<file path="src/rtl/uart_tx_datapath_if.sv">
// Handshake between the UART TX controller (master) and the TX data path (slave).
interface uart_tx_datapath_if #(
  parameter int DATA_WIDTH = 8
);
  logic                  LOAD_EN;
  logic                  TRANSMIT_EN;
  logic [DATA_WIDTH-1:0] DATA_IN;
  logic                  DONE;
  logic                  TX;

  modport master (output LOAD_EN, output TRANSMIT_EN, output DATA_IN, input DONE, input TX);
  modport slave  (input LOAD_EN, input TRANSMIT_EN, input DATA_IN, output DONE, output TX);
endinterface

</file>
<file path="src/rtl/uart_tx_datapath.sv">
// UART transmit data path: builds a start/data/parity/stop frame on load and shifts it
// out LSB first, one bit per BAUD_DIV clocks, signalling DONE after the last stop bit.
module uart_tx_datapath #(
  parameter int BAUD_DIV   = 434,
  parameter int DATA_WIDTH = 8,
  parameter int PARITY_EN  = 0,
  parameter int PARITY_ODD = 0,
  parameter int STOP_BITS  = 1
) (
  input logic              clk,
  input logic              rst,
  uart_tx_datapath_if.slave tx_if
);
  localparam int FRAME_LEN = 1 + DATA_WIDTH + PARITY_EN + STOP_BITS;
  localparam int BIT_W     = $clog2(FRAME_LEN + 1);
  localparam int BAUD_W    = $clog2(BAUD_DIV);
  localparam logic [BAUD_W-1:0] BAUD_LAST = BAUD_W'(BAUD_DIV - 1);
  localparam logic [BIT_W-1:0]  BIT_LAST  = BIT_W'(FRAME_LEN - 1);

  logic [FRAME_LEN-1:0] shift_q, shift_d, frame_w;
  logic [BAUD_W-1:0]    baud_q, baud_d;
  logic [BIT_W-1:0]     bit_q, bit_d;
  logic                 active_q, active_d;
  logic                 done_q, done_d;
  logic                 parity_w, run_w, tick_w;

  assign parity_w = (^tx_if.DATA_IN) ^ (PARITY_ODD != 0);

  // Unused upper positions stay 1, which supplies the stop bits.
  always_comb begin
    frame_w                 = '1;
    frame_w[0]              = 1'b0;
    frame_w[DATA_WIDTH:1]   = tx_if.DATA_IN;
    if (PARITY_EN != 0) begin
      frame_w[DATA_WIDTH+1] = parity_w;
    end
  end

  // active_q keeps an unloaded or finished frame from counting, so DONE needs a fresh load.
  assign run_w  = tx_if.TRANSMIT_EN & active_q;
  assign tick_w = run_w & (baud_q == BAUD_LAST);

  always_comb begin
    shift_d  = shift_q;
    baud_d   = baud_q;
    bit_d    = bit_q;
    active_d = active_q;
    done_d   = 1'b0;
    if (tx_if.LOAD_EN) begin
      shift_d  = frame_w;
      baud_d   = '0;
      bit_d    = '0;
      active_d = 1'b1;
    end else if (tick_w) begin
      baud_d  = '0;
      shift_d = {1'b1, shift_q[FRAME_LEN-1:1]};
      bit_d   = bit_q + BIT_W'(1);
      if (bit_q == BIT_LAST) begin
        active_d = 1'b0;
        done_d   = 1'b1;
      end
    end else if (run_w) begin
      baud_d = baud_q + BAUD_W'(1);
    end
  end

  always_ff @(posedge clk or negedge rst) begin
    if (!rst) begin
      shift_q  <= '1;
      baud_q   <= '0;
      bit_q    <= '0;
      active_q <= 1'b0;
      done_q   <= 1'b0;
    end else begin
      shift_q  <= shift_d;
      baud_q   <= baud_d;
      bit_q    <= bit_d;
      active_q <= active_d;
      done_q   <= done_d;
    end
  end

  assign tx_if.TX   = tx_if.TRANSMIT_EN ? shift_q[0] : 1'b1;
  assign tx_if.DONE = done_q;
endmodule

</file>
<file path="src/flat_wrapper.sv">
// flat-port wrapper written by rule: the top's interface ports become plain ports
module uart_tx_datapath_flat 
#(
  parameter int BAUD_DIV   = 434,
  parameter int DATA_WIDTH = 8,
  parameter int PARITY_EN  = 0,
  parameter int PARITY_ODD = 0,
  parameter int STOP_BITS  = 1
)
  (clk, rst, tx_if_LOAD_EN, tx_if_TRANSMIT_EN, tx_if_DATA_IN, tx_if_DONE, tx_if_TX);
  uart_tx_datapath_if #(.DATA_WIDTH(DATA_WIDTH)) tx_if_i ();
  input logic clk;
  input logic rst;
  input wire logic [$bits(tx_if_i.LOAD_EN)-1:0] tx_if_LOAD_EN;
  input wire logic [$bits(tx_if_i.TRANSMIT_EN)-1:0] tx_if_TRANSMIT_EN;
  input wire logic [$bits(tx_if_i.DATA_IN)-1:0] tx_if_DATA_IN;
  output wire logic [$bits(tx_if_i.DONE)-1:0] tx_if_DONE;
  output wire logic [$bits(tx_if_i.TX)-1:0] tx_if_TX;
  assign tx_if_i.LOAD_EN = tx_if_LOAD_EN;
  assign tx_if_i.TRANSMIT_EN = tx_if_TRANSMIT_EN;
  assign tx_if_i.DATA_IN = tx_if_DATA_IN;
  assign tx_if_DONE = tx_if_i.DONE;
  assign tx_if_TX = tx_if_i.TX;
  uart_tx_datapath #(.BAUD_DIV(BAUD_DIV), .DATA_WIDTH(DATA_WIDTH), .PARITY_EN(PARITY_EN), .PARITY_ODD(PARITY_ODD), .STOP_BITS(STOP_BITS)) u_core (.clk(clk), .rst(rst), .tx_if(tx_if_i));
endmodule
</file>
<file path="config.mk">
export PLATFORM = sky130hd
export DESIGN_NAME = uart_tx_datapath_flat
export DESIGN_NICKNAME = d
export VERILOG_FILES = /design/src/rtl/uart_tx_datapath_if.sv /design/src/rtl/uart_tx_datapath.sv /design/src/flat_wrapper.sv
export SDC_FILE = /design/constraint.sdc
export NUM_CORES = 1
export LEC_CHECK = 0
export CELL_PAD_IN_SITES_DETAIL_PLACEMENT = 0
export CELL_PAD_IN_SITES_GLOBAL_PLACEMENT = 1
export CORE_MARGIN = 5
export CORE_UTILIZATION = 43
export DETAILED_ROUTE_END_ITERATION = 7
export HOLD_SLACK_MARGIN = 0.15
export PLACE_DENSITY = 0.85
export SLEW_MARGIN = 20
export SYNTH_ARGS = -nofsm -noshare
export SYNTH_HDL_FRONTEND = slang
export SYNTH_SLANG_ARGS = --single-unit
export TNS_END_PERCENT = 30
</file>
<file path="constraint.sdc">
create_clock -name clk -period 1.9 [get_ports clk]
set_input_delay 0.38 -clock clk [delete_from_list [all_inputs] [get_ports clk]]
set_output_delay 0.38 -clock clk [all_outputs]
set_load 0.05 [all_outputs]
</file>
==> summary.txt <==
STA
  • Final setup fails: 0
  • Relative max-transition margin: 66.6%
  • Hold Fails Final Rpt: 0
  • RSZ-0062 raised after global routing: no
  • Final setup margin: 129 ps
  • Final period utilization: 93.2%
  • Worst Tran Pin Value: 501 ps
  • WHS: 395 ps
  • Clock Skews: 6.78 ps
  • Max Fclk: 0.565 GHz
  • Min cycle time layout: 1770 ps
  • Final Slew Violations: 0

Setup path
  • Setup CP Type: register to register
  • Worst-path cell chain: ha_1 -> nand4b_4 -> buf_4 -> or4_1 -> a21oi_1
  • Arrival time at the worst endpoint: 2020 ps
  • Maximum fanout along the worst path: 10
  • R2r startpoint: u_core.baud_q[0]$_DFFE_PN0P_
  • Largest stage delay, worst path: 470 ps
  • Startpoint Class: register
  • CP endpoint kind: register
  • Worst EP required: 2150 ps
  • Slowest stage cell, crit path: or4_1
  • Crit path from: u_core.baud_q[0]$_DFFE_PN0P_

Cells and area
  • Area growth, synth to finish: 21.4%
  • Share of cells above drive strength 1: 24.2%
  • Filler cells: 271
  • Antenna Cells: 0
  • Layout Nets: 178
  • Post-Route Utilization: 54.7%

Placement
  • # port buffers: 13
  • Post-Place Setup Slack: -35.0 ps
  • Post-DP HPWL: 2210 um
  • Routability congestion estimate: 0.877

Power
  • Seq pwr share: 57.4%
  • Logic pwr share: 13.9%
  • Cell Int Power: 0.000727 W
  • Sw Share: 25.0%
  • Pleak: 0.685 nW
  • VDD IR-drop max: 0.000337 V
  • Clk network pwr share: 28.6%
  • PD cells: 575 nW/um^2
  • Net switching power: 0.000242 W

Clock tree
  • Hold_buf cts: 0
  • CTS tree: done
  • CTS H-tree lvls: 1
  • Clk Tree Root Cell: clkbuf_4
  • Clk slew on worst S/H paths: 140 ps
  • Clock latency on the worst-skew pair: 320 ps
  • Clk sinks: 24
  • CTS max path bufs: 2
  • CTS Buf Count: 3

Yosys
  • Post-synth EDFFs: 0
  • Seq/Total Area, Yosys: 44.1%
  • Post-Synthesis Cells: 138
  • Post-synth top flop: dfrtp_1
  • Synth async-reset ratio: 100%
  • Yosys reg bits: 24
  • Synth cell types: 40
  • Mapped Nets: 154
  • Syn Std Cell Area: 1390 um^2
  • Yosys warns: 0
  • Post-synthesis area per instance: 10.1 um^2

Die
  • Chip Height: 66.8 um
  • Die Wd: 66.8 um
  • Die ar.: 4460 um^2
  • I/O Pins: 14
  • # rows: 20
  • Core box area: 3080 um^2
  • Starting density of the core: 45.1%

Route
  • DRC marker count from the first detailed-route iteration: 74
  • Via Count: 1197
  • Pre-antenna DRT Iters: 4
  • Vias per cell: 5.84
  • Residual DRC: 0
  • Avg WL per Cell: 15.0 um
  • Detail Route Antenna Nets: 0
  • Post-Route WL: 3070 um

Global routing
  • Global-route wire length before repair: 5280 um
  • Largest net degree at the start of global routing: 25
  • Total GRT Usage: 15.4%
  • Vias in the first global route: 1128
  • Total gr overflow: 0
  • Initial antenna violation count: 0

Flow run
  • Max_cap viols: 0

Worst hold path
  • Worst Hold Class: input port to asynchronous set/reset pin

Outcome
  • Outcome: finished clean
==> timing repair <==
| action | 4_1_cts | 5_1_grt |
|---|---|---|
| endpoints found under the setup margin | 0 | 1 |
| hold endpoints to repair | 0 | 0 |
| buffers inserted | 0 | 0 |
| gates resized for setup | 0 | 1 |
==> registers in the layout (all words and copies together), names as in the netlist <==
register,cells
u_core.shift_q,9
u_core.bit_q,4
u_core.tx_if.DONE,1
u_core.baud_q,9
u_core.active_q,1
==> worst paths after layout <==
path	end	slack [ps]	cells after the start
min in group clk	u_core.shift_q[0]$_DFFE_PN1P_	500	2
hold reg to reg	u_core.shift_q[0]$_DFFE_PN1P_	500	2
hold / removal	u_core.baud_q[3]$_DFFE_PN0P_	390	2
setup reg to reg	u_core.bit_q[0]$_DFFE_PN0P_	130	5
setup / recovery	u_core.bit_q[0]$_DFFE_PN0P_	130	5
max in group asynchronous	u_core.shift_q[1]$_DFFE_PN1P_	1200	2
==> layout by cell type (no fill, tap or decap), types with 4 or more instances in the layout <==
cell | synthesis | final
nand3_1 | 4 | 4
nand2_1 | 5 | 5
nand4_1 | 11 | 11
ha_1 | 4 | 4
clkdlybuf4s50_1 | 0 | 11
nor2_1 | 12 | 12
a31oi_1 | 7 | 7
a21oi_1 | 9 | 9
buf_4 | 2 | 17
dfrtp_1 | 15 | 15
or4_1 | 4 | 4
dfstp_2 | 9 | 9
o31ai_1 | 13 | 13
==> cell usage after synthesis (2+ instances only) <==
cell | instances | area share, %
a31oi_1 | 7 | 3.2
nor2_1 | 12 | 3.2
nor4_1 | 3 | 1.4
inv_1 | 3 | 0.81
xor2_1 | 2 | 1.3
clkbuf_1 | 6 | 1.6
buf_6 | 2 | 1.6
a21oi_1 | 9 | 3.2
ha_1 | 4 | 3.6
dfstp_2 | 9 | 17
or4_1 | 4 | 2.2
o21ai_0 | 3 | 1.1
nand4_1 | 11 | 5.0
nand3_1 | 4 | 1.4
or3_1 | 3 | 1.4
dfrtp_1 | 15 | 27
buf_4 | 2 | 1.1
o31ai_1 | 13 | 7.0
nand2_1 | 5 | 1.4
==> layout make-up <==
| cell class | instances | area [um^2] | area share, % |
|---|---|---|---|
| Clock buffer | 4 | 36.3 | 2.15 |
| Inverter | 4 | 15.0 | 0.892 |
| Multi-Input combinational cell | 99 | 696 | 41.3 |
| Sequential cell | 24 | 612 | 36.3 |
| Tap cell | 44 | 55.1 | 3.27 |
| Timing Repair Buffer | 30 | 270 | 16.0 |
==> power by group through the flow <==
stage               Combinational, W  Sequential [W]  Clock [W]
detailed placement          0.000135        0.000565          0
floorplan                  0.0000689        0.000562          0
global route                0.000150        0.000559   0.000304
finish                      0.000135        0.000556   0.000277
global placement            0.000132        0.000563          0
CTS                         0.000136        0.000556   0.000286
==> kinds of logic after synthesis <==
kind of cell	after synthesis	synth area share, %
AOI/OAI and AO/OA	37	18.0
DFF	24	44.1
buffers and inverters	15	5.77
adders and majority gates	4	3.61
and+or+nand+nor	54	25.7
xor gates and xnor gates	2	1.26
muxes	2	1.53
==> per-stage QoR <==
stage | cells | cell area (um^2) | total power (W) | TNS, ps
after floorplan | 138 | 1390 | 0.000631 | 0
after global placement | 201 | 1650 | 0.000696 | 0
after detailed placement | 201 | 1650 | 0.000700 | -73.3
after CTS | 205 | 1680 | 0.000978 | 0
after global routing | 205 | 1680 | 0.00101 | 0
final | 205 | 1680 | 0.000968 | 0
==> critical path, delay by kind of cell, from the launching register on <==
family                     cells  cell delay (ps)
DFF                            1              460
AOI/OAI and AO/OA              1              160
buffers and inverters          1              210
and+or+nand+nor                2              620
adders and majority gates      1              250
==> routing by layer <==
metal / GRT usage (%) / up-vias / routed length (um)
li1: - / 576 / -
met1: 21.6 / 595 / 1420
met2: 24.1 / 24 / 1540
met3: 3.88 / 2 / 98
met4: 3.05 / 0 / 18
met5: 0 / - / 0
Note: power is estimated with default switching activity, not from simulation.
